`src/rtl/node_membank_ctrl_pkg.sv`:
```
// Shared types and helpers for the node memory bank.
// State codes and byte-lane address arithmetic.
package node_membank_ctrl_pkg;

  localparam int BYTE_W_DEF = 8;

  localparam logic [0:0] ST_CLEAR = 1'b0;
  localparam logic [0:0] ST_READY = 1'b1;

  // Byte address of lane k, wrapped into a power-of-two array
  function automatic int unsigned lane_addr(
    int unsigned base,
    int unsigned k,
    int unsigned depth
  );
    return (base + k) & (depth - 1);
  endfunction

  // Lane k falls past the top of the array
  function automatic logic lane_oob(
    int unsigned base,
    int unsigned k,
    int unsigned depth
  );
    return (base + k) >= depth;
  endfunction

endpackage

```
`src/rtl/node_membank_ctrl_if.sv`:
```
// Request/response bundle for the node memory bank.
// Master issues requests and consumes responses.
interface node_membank_ctrl_if #(
  parameter int BYTE_W     = 8,
  parameter int WORD_BYTES = 2,
  parameter int ADDR_W     = 6
);
  localparam int DW = WORD_BYTES * BYTE_W;

  logic                  req_valid;
  logic                  req_ready;
  logic                  req_we;
  logic [ADDR_W-1:0]     req_addr;
  logic [DW-1:0]         req_wdata;
  logic [WORD_BYTES-1:0] req_be;
  logic                  rsp_valid;
  logic                  rsp_ready;
  logic [DW-1:0]         rsp_data;
  logic                  rsp_err;

  modport master (
    output req_valid, req_we, req_addr,
    output req_wdata, req_be, rsp_ready,
    input  req_ready, rsp_valid, rsp_data,
    input  rsp_err
  );

  modport slave (
    input  req_valid, req_we, req_addr,
    input  req_wdata, req_be, rsp_ready,
    output req_ready, rsp_valid, rsp_data,
    output rsp_err
  );

endinterface

```
`src/rtl/node_membank_array.sv`:
```
// Byte-wide storage with per-lane write enables,
// combinational read lanes and a clear write port.
module node_membank_array #(
  parameter int BYTE_W     = 8,
  parameter int WORD_BYTES = 2,
  parameter int DEPTH      = 64,
  parameter int ADDR_W     = 6
) (
  input  logic              clk,
  input  logic              clr_we,
  input  logic [ADDR_W-1:0] clr_addr,
  input  logic [WORD_BYTES-1:0] lane_we,
  input  logic [ADDR_W-1:0] lane_addr  [WORD_BYTES],
  input  logic [BYTE_W-1:0] lane_wdata [WORD_BYTES],
  output logic [BYTE_W-1:0] lane_rdata [WORD_BYTES]
);

  logic [BYTE_W-1:0] mem_q [DEPTH];

  // Sweep zeroes one byte; request lanes write selected bytes
  always_ff @(posedge clk) begin
    if (clr_we) begin
      mem_q[clr_addr] <= '0;
    end
    for (int k = 0; k < WORD_BYTES; k++) begin
      if (lane_we[k]) begin
        mem_q[lane_addr[k]] <= lane_wdata[k];
      end
    end
  end

  // Each lane reads its own byte address
  always_comb begin
    for (int k = 0; k < WORD_BYTES; k++) begin
      lane_rdata[k] = mem_q[lane_addr[k]];
    end
  end

endmodule

```
`src/rtl/node_membank_ctrl.sv`:
```
// Node memory bank: clear sweep, byte-enabled writes,
// registered big-endian reads with out-of-bounds flagging.
module node_membank_ctrl
  import node_membank_ctrl_pkg::*;
#(
  parameter int BYTE_W     = BYTE_W_DEF,
  parameter int WORD_BYTES = 2,
  parameter int DEPTH      = 64,
  parameter int ADDR_W     = 6,
  parameter int WRAP       = 1
) (
  input  logic clk,
  input  logic rst,
  input  logic clr,
  node_membank_ctrl_if.slave bus,
  output logic busy,
  output logic err_oob
);

  localparam int DW = WORD_BYTES * BYTE_W;

  logic [0:0]        state_q, state_d;
  logic [ADDR_W-1:0] cnt_q, cnt_d;
  logic              rsp_valid_q, rsp_valid_d;
  logic [DW-1:0]     rsp_data_q, rsp_data_d;
  logic              rsp_err_q, rsp_err_d;
  logic              err_oob_q, err_oob_d;

  logic [ADDR_W-1:0]     lane_a  [WORD_BYTES];
  logic [BYTE_W-1:0]     lane_wd [WORD_BYTES];
  logic [BYTE_W-1:0]     lane_rd [WORD_BYTES];
  logic [WORD_BYTES-1:0] lane_bad;
  logic [WORD_BYTES-1:0] lane_we;
  logic [DW-1:0]         rword;
  logic                  oob;
  logic                  ready;
  logic                  accept;
  logic                  clr_we;

  assign oob    = |lane_bad;
  assign ready  = (state_q == ST_READY) && !clr &&
                  (!rsp_valid_q || bus.rsp_ready);
  assign accept = ready && bus.req_valid;
  assign clr_we = (state_q == ST_CLEAR);

  // Map word lanes (lane 0 = MSB) onto array bytes
  always_comb begin
    rword    = '0;
    lane_bad = '0;
    lane_we  = '0;
    for (int k = 0; k < WORD_BYTES; k++) begin
      lane_a[k] = ADDR_W'(lane_addr(
        32'(bus.req_addr), 32'(k), DEPTH));
      lane_bad[k] = (WRAP == 0) && lane_oob(
        32'(bus.req_addr), 32'(k), DEPTH);
      lane_wd[k] =
        bus.req_wdata[(WORD_BYTES-1-k)*BYTE_W +: BYTE_W];
      rword[(WORD_BYTES-1-k)*BYTE_W +: BYTE_W] =
        lane_bad[k] ? '0 : lane_rd[k];
    end
    for (int k = 0; k < WORD_BYTES; k++) begin
      lane_we[k] = accept && bus.req_we && !oob &&
                   bus.req_be[WORD_BYTES-1-k];
    end
  end

  // Sweep sequencing and response register update
  always_comb begin
    state_d     = state_q;
    cnt_d       = cnt_q;
    rsp_valid_d = rsp_valid_q;
    rsp_data_d  = rsp_data_q;
    rsp_err_d   = rsp_err_q;
    err_oob_d   = accept && oob;
    unique case (state_q)
      ST_CLEAR: begin
        cnt_d = cnt_q + 1'b1;
        if (cnt_q == ADDR_W'(DEPTH - 1)) begin
          state_d = ST_READY;
        end
      end
      ST_READY: begin
        if (clr) begin
          state_d = ST_CLEAR;
          cnt_d   = '0;
        end
      end
      default: state_d = ST_CLEAR;
    endcase
    if (rsp_valid_q && bus.rsp_ready) begin
      rsp_valid_d = 1'b0;
    end
    if (accept && !bus.req_we) begin
      rsp_valid_d = 1'b1;
      rsp_data_d  = rword;
      rsp_err_d   = oob;
    end
  end

  // State registers; reset restarts the sweep
  always_ff @(posedge clk or posedge rst) begin
    if (rst) begin
      state_q     <= ST_CLEAR;
      cnt_q       <= '0;
      rsp_valid_q <= 1'b0;
      rsp_data_q  <= '0;
      rsp_err_q   <= 1'b0;
      err_oob_q   <= 1'b0;
    end else begin
      state_q     <= state_d;
      cnt_q       <= cnt_d;
      rsp_valid_q <= rsp_valid_d;
      rsp_data_q  <= rsp_data_d;
      rsp_err_q   <= rsp_err_d;
      err_oob_q   <= err_oob_d;
    end
  end

  node_membank_array #(
    .BYTE_W     (BYTE_W),
    .WORD_BYTES (WORD_BYTES),
    .DEPTH      (DEPTH),
    .ADDR_W     (ADDR_W)
  ) u_array (
    .clk        (clk),
    .clr_we     (clr_we),
    .clr_addr   (cnt_q),
    .lane_we    (lane_we),
    .lane_addr  (lane_a),
    .lane_wdata (lane_wd),
    .lane_rdata (lane_rd)
  );

  assign bus.req_ready = ready;
  assign bus.rsp_valid = rsp_valid_q;
  assign bus.rsp_data  = rsp_data_q;
  assign bus.rsp_err   = rsp_err_q;
  assign busy          = clr_we;
  assign err_oob       = err_oob_q;

endmodule

```
`src/flat_wrapper.sv`:
```
// flat-port wrapper written by rule: the top's interface ports become plain ports
module node_membank_ctrl_flat import node_membank_ctrl_pkg::*;
#(
  parameter int BYTE_W     = BYTE_W_DEF,
  parameter int WORD_BYTES = 2,
  parameter int DEPTH      = 64,
  parameter int ADDR_W     = 6,
  parameter int WRAP       = 1
)
  (clk, rst, clr, busy, err_oob, bus_req_valid, bus_req_we, bus_req_addr, bus_req_wdata, bus_req_be, bus_rsp_ready, bus_req_ready, bus_rsp_valid, bus_rsp_data, bus_rsp_err);
  node_membank_ctrl_if #(.BYTE_W(BYTE_W), .WORD_BYTES(WORD_BYTES), .ADDR_W(ADDR_W)) bus_i ();
  input  logic clk;
  input  logic rst;
  input  logic clr;
  output logic busy;
  output logic err_oob;
  input wire logic [$bits(bus_i.req_valid)-1:0] bus_req_valid;
  input wire logic [$bits(bus_i.req_we)-1:0] bus_req_we;
  input wire logic [$bits(bus_i.req_addr)-1:0] bus_req_addr;
  input wire logic [$bits(bus_i.req_wdata)-1:0] bus_req_wdata;
  input wire logic [$bits(bus_i.req_be)-1:0] bus_req_be;
  input wire logic [$bits(bus_i.rsp_ready)-1:0] bus_rsp_ready;
  output wire logic [$bits(bus_i.req_ready)-1:0] bus_req_ready;
  output wire logic [$bits(bus_i.rsp_valid)-1:0] bus_rsp_valid;
  output wire logic [$bits(bus_i.rsp_data)-1:0] bus_rsp_data;
  output wire logic [$bits(bus_i.rsp_err)-1:0] bus_rsp_err;
  assign bus_i.req_valid = bus_req_valid;
  assign bus_i.req_we = bus_req_we;
  assign bus_i.req_addr = bus_req_addr;
  assign bus_i.req_wdata = bus_req_wdata;
  assign bus_i.req_be = bus_req_be;
  assign bus_i.rsp_ready = bus_rsp_ready;
  assign bus_req_ready = bus_i.req_ready;
  assign bus_rsp_valid = bus_i.rsp_valid;
  assign bus_rsp_data = bus_i.rsp_data;
  assign bus_rsp_err = bus_i.rsp_err;
  node_membank_ctrl #(.BYTE_W(BYTE_W), .WORD_BYTES(WORD_BYTES), .DEPTH(DEPTH), .ADDR_W(ADDR_W), .WRAP(WRAP)) u_core (.clk(clk), .rst(rst), .clr(clr), .bus(bus_i), .busy(busy), .err_oob(err_oob));
endmodule
```
`config.mk`:
```
export PLATFORM = sky130hd
export DESIGN_NAME = node_membank_ctrl_flat
export DESIGN_NICKNAME = d
export VERILOG_FILES = /design/src/rtl/node_membank_ctrl_pkg.sv /design/src/rtl/node_membank_ctrl_if.sv /design/src/rtl/node_membank_array.sv /design/src/rtl/node_membank_ctrl.sv /design/src/flat_wrapper.sv
export SDC_FILE = /design/constraint.sdc
export NUM_CORES = 1
export LEC_CHECK = 0
export BUFFER_PORTS_ARGS = -buffer_cell sky130_fd_sc_hd__buf_2
export CAP_MARGIN = 20
export CELL_PAD_IN_SITES_DETAIL_PLACEMENT = 1
export CELL_PAD_IN_SITES_GLOBAL_PLACEMENT = 1
export CORE_MARGIN = 2
export CORE_UTILIZATION = 35
export DETAILED_ROUTE_END_ITERATION = 8
export GPL_TIMING_DRIVEN = 1
export PLACE_DENSITY = 0.58
export SLEW_MARGIN = 0
export SYNTH_ARGS = -nofsm -noshare
export SYNTH_HDL_FRONTEND = slang
export SYNTH_SLANG_ARGS = --single-unit
```
`constraint.sdc`:
```
create_clock -name clk -period 2.8 [get_ports clk]
set_clock_uncertainty 0.1 [all_clocks]
set_input_delay 0.28 -clock clk [delete_from_list [all_inputs] [get_ports clk]]
set_output_delay 0.28 -clock clk [all_outputs]
set_load 0.05 [all_outputs]
```
==> key figures, run 1 <==
Placed design
  – Pre-CTS WS: -0.633 ns
  – Placer Congestion: 0.919
  – Final HPWL DP: 95.0 mm
  – Port Buffers: 48
  – Placed insts: 3619

Drt
  – DR vias: 23.4k
  – Via density per instance: 6.24
  – Met3 WL post-DR: 9.81 mm
  – Wl on met1: 55.0 mm
  – ANT nets after route: 0
  – DRC: 0
  – TritonRoute pass-1 iters: 6
  – Top routing layer in use: met5
  – Routed length per instance: 34.8 um
  – Number of DRC violations after detailed-routing iteration 0: 3114
  – Final wirelength: 131 mm
  – Wire length on met2: 61.0 mm

Worst setup path
  – CP Class: reg2reg
  – Critical path required time: 3.06 ns
  – Worst Path Arrival: 2.99 ns
  – Startpoint type of the worst setup path: flip-flop
  – R2R depth: 10
  – CP Launch Point: u_core.state_q
  – R2r setup slk: 0.06 ns
  – Reg2reg end: u_core.u_array.mem_q[3][5]
  – Critical path capture point type: flip-flop
  – R2R Path Start: u_core.state_q
  – Critical path peak fanout: 8

Final layout
  – Final Core Density: 44.0%
  – Layout area overhead: 24.8%
  – Final Non-Filler Cells: 3753
  – # nets final: 2544
  – Share of layout cells above drive strength 1: 52.4%
  – Fillers: 9089

Yosys
  – Cells after synthesis: 2222
  – Synth top area cells: edfxtp_1 (48%), mux2_2 (17%), mux4_2 (15%)
  – Post-synth top area cell: edfxtp_1
  – Top-count cell post-synth: edfxtp_1
  – Asr flop ratio synth: 4.48%
  – Post-Syn Area per Cell: 14.6 um2
  – Count of different cell masters after synthesis: 72
  – Synth top area share: 47.6%
  – Number of synthesized flops with an enable pin: 512
  – Seq/Total Area, Yosys: 49.4%
  – Synthesized flop and latch total: 536
  – Synthesized area: 0.0323 mm2
  – List of most frequent post-synthesis cells: edfxtp_1 (512), mux2_2 (490), mux4_2 (213), nand2_1 (159), clkbuf_1 (141)
  – Ys Warns: 0
  – Main synth FF type: edfxtp_1

Timing
  – Worst Max-Slew Pin Slew: 0.934 ns
  – Final TNS setup: 0 ns
  – Post-route setup slack: 0.0617 ns
  – Worst slew margin: 37.8%
  – Final Max Slew Viols: 0
  – Crit share post-route: 97.8%
  – Highest Clock Rate: 0.365 GHz
  – Final min period: 2.74 ns
  – Final setup violation count: 0
  – RSZ-0062 raised after global routing: true
  – Final Hold Viols: 0

Clock tree
  – Clock Path Buffers: 3
  – Clock slew at reported path FFs: 0.06 ns
  – CTS sink count: 536
  – H-tree levels: 3
  – CTS tree: done
  – Clk Latency, worst-skew pair: 0.64 ns
  – Root Driver: clkbuf_16
  – CTS Buf Count: 67

Run
  – Max cap viols: 0

Global route
  – Largest net degree at the start of global routing: 65
  – First-pass GRT wire length: 186 mm
  – Total GRT Usage: 27.6%
  – Initial antenna violation count: 8
  – GR Overflow Total: 0
  – Number of global-route vias before repair: 23.9k

Min path
  – Hold Path End: u_core.cnt_q[0]
  – Hold path depth: 5
  – Hold path start: clr
  – Worst min path class: in2reg

Floorplan
  – DIE WIDTH: 308 um
  – Effective utilization at floorplan: 35.3%
  – Row Count: 111
  – Core area: 0.0917 mm2
  – I/O pins: 51
  – DIE AREA: 0.0948 mm2
  – Die Y: 308 um

Run status
  – Status: finished, final reports clean

Power
  – P_leak: 15.9 nW
  – VDD IR max: 396 uV
  – PwrDens: 576 mW/mm2
-- metal layers --
metal | vias up | GRT usage [%]
li1 | 9570 | -
met3 | 222 | 4.86
met4 | 2 | 9.02
met1 | 12471 | 37.8
met2 | 1159 | 44.2
met5 | - | 0
-- where the power goes --
group	switching, W	leakage, nW	total (W)	internal, W
sequential	0.000400	5.62	0.00957	0.00917
combinational	0.00296	9.15	0.00481	0.00184
clock	0.00372	1.07	0.00886	0.00514
total	0.00709	15.9	0.0232	0.0161
-- sequential cells by signal (all words and copies together) (netlist names) --
register              count
u_core.state_q            1
u_core.bus.rsp_valid      1
u_core.cnt_q              6
u_core.bus.rsp_data      16
u_core.u_array.mem_q    512
-- cells by family (layout without fill, tap and decap cells) --
family	Yosys count	count (layout)	synth area share [%]
mux	870	870	37.2
flops	536	536	49.4
simple gates	323	323	4.79
compound gates	251	251	5.17
buf+inv	232	574	2.98
xor+xnor	7	7	0.341
fa+ha+maj	2	2	0.0774
other cells	1	4	0.0116
-- area by class of cell --
cell class	count	area (um2)	share of cell area (%)
inverters	5	18.8	0.0465
repair buffers	447	4910	12.2
diodes	2	5.00	0.0124
multi-input cells	1455	15800	39.1
flip-flops and latches	536	16000	39.6
well taps	1186	1480	3.68
clock inverters	42	395	0.980
clock buffers	80	1790	4.43
-- worst max-delay path by stage --
stage                                              to  cells past startpoint
after floorplan           u_core.u_array.mem_q[35][0]                     10
after global placement         u_core.bus.rsp_data[6]                     12
after detailed placement       u_core.bus.rsp_data[6]                     12
after CTS                 u_core.u_array.mem_q[23][5]                     10
after global routing      u_core.u_array.mem_q[37][2]                     11
final                      u_core.u_array.mem_q[3][5]                     10
-- metrics by stage --
step	power (W)	hold slack [ns]	instance area, um2
detailed placement	0.0142	0.284	37700
CTS	0.0231	0.0205	40100
floorplan	0.0116	0.195	32400
global route	0.0238	0.0857	40300
global placement	0.0142	0.277	37700
finish	0.0232	0.0619	40300
-- cells in the final DEF, fill, tap and decap left out, drive strengths merged, types with 31 or more instances in the layout --
cell | Yosys | final
buf | 86 | 444
clkbuf | 141 | 80
edfxtp | 512 | 512
mux2 | 528 | 528
mux2i | 129 | 129
mux4 | 213 | 213
nand2 | 161 | 161
nand3 | 50 | 50
nor2 | 31 | 31
o21ai | 89 | 89
-- timing repair --
action                                  CTS  global route
gates resized for setup                  42            66
hold endpoints to repair                 26             0
buffers inserted                          4             0
pin swaps                                 1             3
gates cloned                              0             1
endpoints found under the setup margin  575           790
hold buffers                              3             0
-- critical path: stages (launching register included) --
cell	delay (ns)
dfrtp_2	0.45
nor2b_4	0.14
buf_4	0.13
and4_1	0.15
buf_6	0.14
and2_4	0.19
buf_4	0.16
nor2_1	0.26
a31oi_1	0.30
o21ai_2	0.27
buf_12	0.16
Note: power is estimated with default switching activity, not from simulation.
==> run 2, diff against run 1 <==
--- a/config.mk
+++ b/config.mk
@@ -9,11 +9,12 @@
 export CAP_MARGIN = 20
 export CELL_PAD_IN_SITES_DETAIL_PLACEMENT = 1
 export CELL_PAD_IN_SITES_GLOBAL_PLACEMENT = 1
+export CORE_ASPECT_RATIO = 0.5
 export CORE_MARGIN = 2
-export CORE_UTILIZATION = 35
+export CORE_UTILIZATION = 25
 export DETAILED_ROUTE_END_ITERATION = 8
 export GPL_TIMING_DRIVEN = 1
-export PLACE_DENSITY = 0.58
+export PLACE_DENSITY = 0.43
 export SLEW_MARGIN = 0
 export SYNTH_ARGS = -nofsm -noshare
 export SYNTH_HDL_FRONTEND = slang
==> constraint.sdc (replaced) <==
create_clock -name clk -period 3.53 [get_ports clk]
set_clock_uncertainty 0.1 [all_clocks]
set_input_delay 0.353 -clock clk [delete_from_list [all_inputs] [get_ports clk]]
set_output_delay 0.353 -clock clk [all_outputs]
set_load 0.05 [all_outputs]
==> run 2 against run 1 <==
Compared with the run above: routed wire length increased by 11%; critical endpoint is now u_core.u_array.mem_q[25][2]; highest routed layer unchanged; worst setup slack improved by 0.091 ns; combinational power fell by 28%; via count is 4.6% lower; largest cell class unchanged; total power decreased by 26%.
==> key figures, run 2 (same netlist as run 1, synthesis figures left out) <==
Final layout
  – Final Non-Filler Cells: 4120
  – Largest reg by FF count: u_core.u_array.mem_q
  – Share of layout cells above drive strength 1: 47.0%
  – Most frequent cells in the layout: edfxtp_1 (512), mux2_2 (490), buf_4 (235), mux4_2 (213), nand2_1 (158)
  – Most common cell after layout, fill and taps aside: edfxtp_1
  – # nets final: 2393
  – # diodes: 0
  – Layout area overhead: 17.0%
  – Number of flip-flops under the largest register name: 512
  – Final instance area: 0.0378 mm2

Drt
  – Number of DRC violations after detailed-routing iteration 0: 2518
  – Final wirelength: 145 mm
  – Via density per instance: 5.43
  – DR vias: 22.4k
  – TritonRoute pass-1 iters: 5
  – Routed length per instance: 35.2 um
  – DRC: 0
  – ANT nets after route: 0

Timing
  – Crit share post-route: 95.7%
  – Post-route setup slack: 0.153 ns
  – Final Max Slew Viols: 0
  – Worst slew margin: 25.1%
  – Final setup violation count: 0
  – Final Hold Viols: 0
  – Final min period: 3.38 ns
  – Final TNS setup: 0 ns
  – RSZ-0062 raised after global routing: false
  – Worst Max-Slew Pin Slew: 1.12 ns
  – Min Hold Slack: 0.0580 ns
  – Highest Clock Rate: 0.296 GHz

Worst setup path
  – Worst Path Arrival: 3.65 ns
  – R2r setup slk: 0.23 ns
  – R2R depth: 7
  – CP Class: in2reg
  – Reg2reg end: u_core.u_array.mem_q[25][2]
  – CP Launch Point: clr
  – Delay-heaviest family, CP: simple AND/OR/NAND/NOR gates
  – Crit path cell chain: dlygate4sd3_1, buf_2, nor2b_1, and4_1, nand3_1, nor2_2, nand2_1, o21ai_0, buf_4
  – R2R Path Start: u_core.state_q
  – Worst path max stage delay: 0.78 ns
  – Critical path capture point type: flip-flop
  – Crit-path slowest cell: nor2_2
  – Buffers & Inverters on Critical Path: 3
  – Worst path depth: 9
  – Startpoint type of the worst setup path: input port
  – Critical path peak fanout: 9
  – Crit path to: u_core.u_array.mem_q[25][2]
  – Critical path required time: 3.81 ns

Global route
  – Number of global-route vias before repair: 22.3k
  – GR Overflow Total: 0
  – Initial antenna violation count: 10
  – Total GRT Usage: 21.5%
  – First-pass GRT wire length: 199 mm
  – Largest net degree at the start of global routing: 78

Placed design
  – Final HPWL DP: 101 mm
  – Placed insts: 4007
  – Pre-CTS WS: 0.00393 ns
  – Cell Area, Placed: 0.0360 mm2
  – Port Buffers: 48
  – Placer Congestion: 0.866

Clock tree
  – Clock Path Buffers: 3
  – CTS Buf Count: 59
  – H-tree levels: 2
  – Clock slew at reported path FFs: 0.07 ns
  – Root Driver: clkbuf_16
  – CTS sink count: 536
  – Post-CTS Repair Setup Buffers: 0
  – Clk Latency, worst-skew pair: 0.67 ns
  – CTS tree: done

Run status
  – Status: finished, final reports clean

Floorplan
  – DIE WIDTH: 513 um
  – DIE AREA: 0.132 mm2
  – Die Y: 258 um
  – Core area: 0.128 mm2
  – I/O pins: 51
  – Effective utilization at floorplan: 25.2%
  – Row Count: 93

Run
  – Max cap viols: 0

Power
  – VDD IR max: 340 uV
  – PwrDens: 454 mW/mm2
  – P_leak: 14.4 nW

Min path
  – Worst min path class: in2reg
  – Hold path depth: 4
==> run 2: cell count changes in the layout (fill, tap and decap cells not counted), moves of 4 or more <==
cell       change
buf_6         -26
a21oi_1        +4
nand2_1        +9
nand2_2        -9
o21ai_1       -24
clkinv_2       +4
o21ai_2       -26
o21ai_0       +53
buf_4         -10
buf_12       -105
nor2_4         -4
clkbuf_16     -10
==> run 2: stage by stage <==
stage / power, W / utilization, %
finish: 0.0172 / 29.5
detailed placement: 0.0111 / 28.0
floorplan: 0.00918 / -
global route: 0.0177 / 29.5
CTS: 0.0173 / 29.4
global placement: 0.0111 / 28.0
==> run 2: timing repair <==
item | CTS | global route
hold buffers | 3 | 0
hold endpoints to repair | 26 | 0
endpoints found under the setup margin | 0 | 76
gates resized for setup | 0 | 3
==> run 2: worst reg2reg max path: cells and delay by family (launching register included) <==
family | cells | cell delay (ns)
and+or+nand+nor | 5 | 2.16
DFF | 1 | 0.35
buffers and inverters | 1 | 0.22
AOI/OAI and AO/OA | 1 | 0.19
==> run 2: final cells by class <==
class                   instances  area (um2)
well taps                    1710        2140
clock buffers                  70        1530
inverters                       5        18.8
flip-flops and latches        536       16000
clock inverters                40         273
fillers                     13573       90600
repair buffers                304        2430
multi-input cells            1455       15500
==> run 2: how the worst min path moves through the flow <==
| stage | to | start | slack, ns |
|---|---|---|---|
| floorplan | u_core.bus.rsp_data[0] | rst | 0.27 |
| global placement | u_core.bus.rsp_data[15] | rst | 0.38 |
| detailed placement | u_core.bus.rsp_data[15] | rst | 0.40 |
| CTS | u_core.bus.rsp_data[2] | bus_req_we | 0.02 |
| global route | u_core.bus.rsp_data[2] | bus_req_we | 0.05 |
| finish | u_core.bus.rsp_data[2] | bus_req_we | 0.06 |
==> run 2: layer usage <==
| metal | global-route usage (%) | part of all wire, % | up-vias |
|---|---|---|---|
| met2 | 32.4 | 44 | 678 |
| met1 | 33.1 | 49 | 12329 |
| li1 | - | - | 9245 |
| met4 | 3.63 | 1.5 | 4 |
| met3 | 2.90 | 5.9 | 101 |
| met5 | 0 | 0.019 | - |
==> run 2: report_power, final <==
part | internal [W] | switching, W | total [W]
clock network | 0.00329 | 0.00289 | 0.00618
logic | 0.00108 | 0.00237 | 0.00344
registers | 0.00727 | 0.000272 | 0.00754
==> run 3, diff against run 2 <==
--- a/config.mk
+++ b/config.mk
@@ -13,7 +13,7 @@
 export CORE_MARGIN = 2
 export CORE_UTILIZATION = 25
 export DETAILED_ROUTE_END_ITERATION = 8
-export GPL_TIMING_DRIVEN = 1
+export GPL_TIMING_DRIVEN = 0
 export PLACE_DENSITY = 0.43
 export SLEW_MARGIN = 0
 export SYNTH_ARGS = -nofsm -noshare
==> run 3 against run 2 <==
Compared with the run above: the run now ends with setup timing left; sequential share of layout area is 0.94 points lower; cell count is 2.1% higher; sequential cell count stayed put; sequential power hardly changed; via count is 11% higher; routed wire length is 28% higher; critical path type unchanged; global-route usage is 6.0 points higher; clock-buffer cell count is 3 higher; total power is 6.8% higher; highest routed layer unchanged; maximum frequency is 7.3% lower; die area stayed put.
==> key figures, run 3 (same netlist as run 1, synthesis figures left out) <==
Timing
  – Final min period: 3.64 ns
  – Final TNS setup: -0.530 ns
  – Final Max Slew Viols: 0
  – RSZ-0062 raised after global routing: true
  – Crit share post-route: 103%
  – Highest Clock Rate: 0.275 GHz
  – Final Hold Viols: 0
  – Min Hold Slack: 0.103 ns
  – Worst slew margin: 8.34%
  – Final setup violation count: 19
  – Worst Max-Slew Pin Slew: 1.37 ns
  – Post-route setup slack: -0.112 ns

Floorplan
  – DIE WIDTH: 513 um
  – Die Y: 258 um
  – I/O pins: 51
  – Row Count: 93
  – Effective utilization at floorplan: 25.2%
  – Core area: 0.128 mm2
  – DIE AREA: 0.132 mm2

Global route
  – Number of global-route vias before repair: 24.3k
  – First-pass GRT wire length: 242 mm
  – GR Overflow Total: 0
  – Initial antenna violation count: 21
  – Largest net degree at the start of global routing: 25
  – Total GRT Usage: 27.5%

Clock tree
  – Clk Latency, worst-skew pair: 0.68 ns
  – H-tree levels: 2
  – Clock slew at reported path FFs: 0.07 ns
  – CTS Buf Count: 59
  – Root Driver: clkbuf_16
  – CTS tree: done
  – CTS sink count: 536
  – Clock Path Buffers: 3

Power
  – VDD IR max: 410 uV
  – Clock Power Share: 36.4%
  – Internal power: 0.0121 W
  – PwrDens: 474 mW/mm2
  – Switch Pwr: 0.00622 W
  – Sw frac: 33.9%
  – P_leak: 14.5 nW
  – Sequential Power Share: 41.1%
  – Part of the power in combinational logic: 22.4%

Worst setup path
  – R2r setup slk: 0 ns
  – R2R depth: 9
  – Critical path required time: 4.02 ns
  – CP Class: in2reg
  – Critical path peak fanout: 10
  – Reg2reg end: u_core.u_array.mem_q[8][6]
  – R2R Path Start: u_core.state_q
  – Worst Path Arrival: 4.14 ns
  – Critical path capture point type: flip-flop
  – Startpoint type of the worst setup path: input port

Placed design
  – Port Buffers: 37
  – Final HPWL DP: 138 mm
  – Cell Area, Placed: 0.0358 mm2
  – Placer Congestion: 0.982

Run status
  – Failing checks: setup timing
  – Status: finished, violations left

Final layout
  – Fillers: 13.6k
  – Multi-input gate area: 0.0159 mm2
  – Layout area overhead: 19.7%
  – # nets final: 2477
  – Final Core Density: 30.1%
  – Sequential cell area: 0.0160 mm2
  – Number of flip-flops under the largest register name: 512
  – Most common cell after layout, fill and taps aside: edfxtp_1
  – Most frequent cells in the layout: edfxtp_1 (512), mux2_2 (490), mux4_2 (213), nand2_1 (146), clkbuf_1 (137)
  – Largest reg by FF count: u_core.u_array.mem_q
  – Final instance area: 0.0387 mm2
  – Share of layout cells above drive strength 1: 46.1%

Min path
  – Worst min path class: in2reg
  – Hold path start: bus_req_we
  – Hold path depth: 5
  – Hold Path End: u_core.bus.rsp_data[4]

Run
  – Max cap viols: 0

Drt
  – Final wirelength: 185 mm
  – Via density per instance: 5.90
  – DR vias: 24.8k
  – DRC: 0
  – ANT nets after route: 0
  – TritonRoute pass-1 iters: 5
  – Routed length per instance: 44.1 um
  – Number of DRC violations after detailed-routing iteration 0: 3510
[run 3: cell types whose count changed in the layout (fill, tap and decap cells not counted), sizes merged]
cell,delta
clkdlybuf4s15,+2
inv,-1
clkbuf,+147
bufinv,+5
buf,-62
clkinvlp,-2
clkinv,-7
diode,+6
[run 3: worst max-delay path by stage]
stage                               startpoint                           to  slack [ns]  cells past startpoint
final                          bus_req_addr[0]       u_core.bus.rsp_data[5]       -0.11                     10
after global routing            u_core.state_q   u_core.u_array.mem_q[8][5]       -0.08                      9
after CTS                       u_core.state_q  u_core.u_array.mem_q[12][5]       -0.13                      9
after detailed placement       bus_req_addr[1]  u_core.u_array.mem_q[27][7]       -2.05                     11
after global placement         bus_req_addr[0]  u_core.u_array.mem_q[28][7]       -3.34                      9
after floorplan           u_core.bus.rsp_valid  u_core.u_array.mem_q[23][0]        0.41                      8
[run 3: repair_timing]
action | CTS | global route
cloned | 0 | 0
buffers inserted | 17 | 4
hold endpoints to repair | 26 | 0
endpoints found under the setup margin | 1015 | 409
hold buffers | 3 | 0
pin swaps | 8 | 3
resized for setup | 106 | 45
[run 3: power by group through the flow]
stage	Sequential [W]	Clock, W	Combinational (W)
finish	0.00754	0.00668	0.00412
global route	0.00756	0.00692	0.00410
CTS	0.00754	0.00674	0.00388
detailed placement	0.00768	0	0.00372
global placement	0.00769	0	0.00338
floorplan	0.00769	0	0.00149
[run 3: area by class of cell]
class / instances / share of cell area [%]
Sequential cell: 536 / 41.3
Multi-Input combinational cell: 1455 / 41.1
Tap cell: 1710 / 5.53
Timing Repair Buffer: 163 / 4.21
Clock buffer: 73 / 4.06
Buffer: 225 / 2.75
Clock inverter: 35 / 0.973
Inverter: 5 / 0.0485
Antenna cell: 6 / 0.0388
[run 3: per-layer routing]
metal,vias to the layer above,global-route usage [%],part of all wire (%)
li1,9429,-,-
met1,13530,37.9,43
met2,1526,40.7,42
met3,333,7.41,9.8
met4,14,11.3,4.7
met5,-,0,0.098
[run 3: through the flow]
step	total power, W	instances	setup WS, ns
2_1_floorplan	0.00918	2223	0.410
3_3_place_gp	0.0111	3970	-3.34
3_5_place_dp	0.0114	4068	-2.05
4_1_cts	0.0182	4195	-0.130
5_1_grt	0.0186	4202	-0.0787
6_report	0.0183	4208	-0.112
[run 3: critical path, cell delays in order]
cell and delay (ns):
buf_2 0.13, ha_1 0.31, xnor2_2 0.84, clkbuf_1 0.73
clkdlybuf4s15_2 0.64, nand3_1 0.14, nand4_1 0.23, o211ai_1 0.30
o31a_1 0.25, a41oi_1 0.20
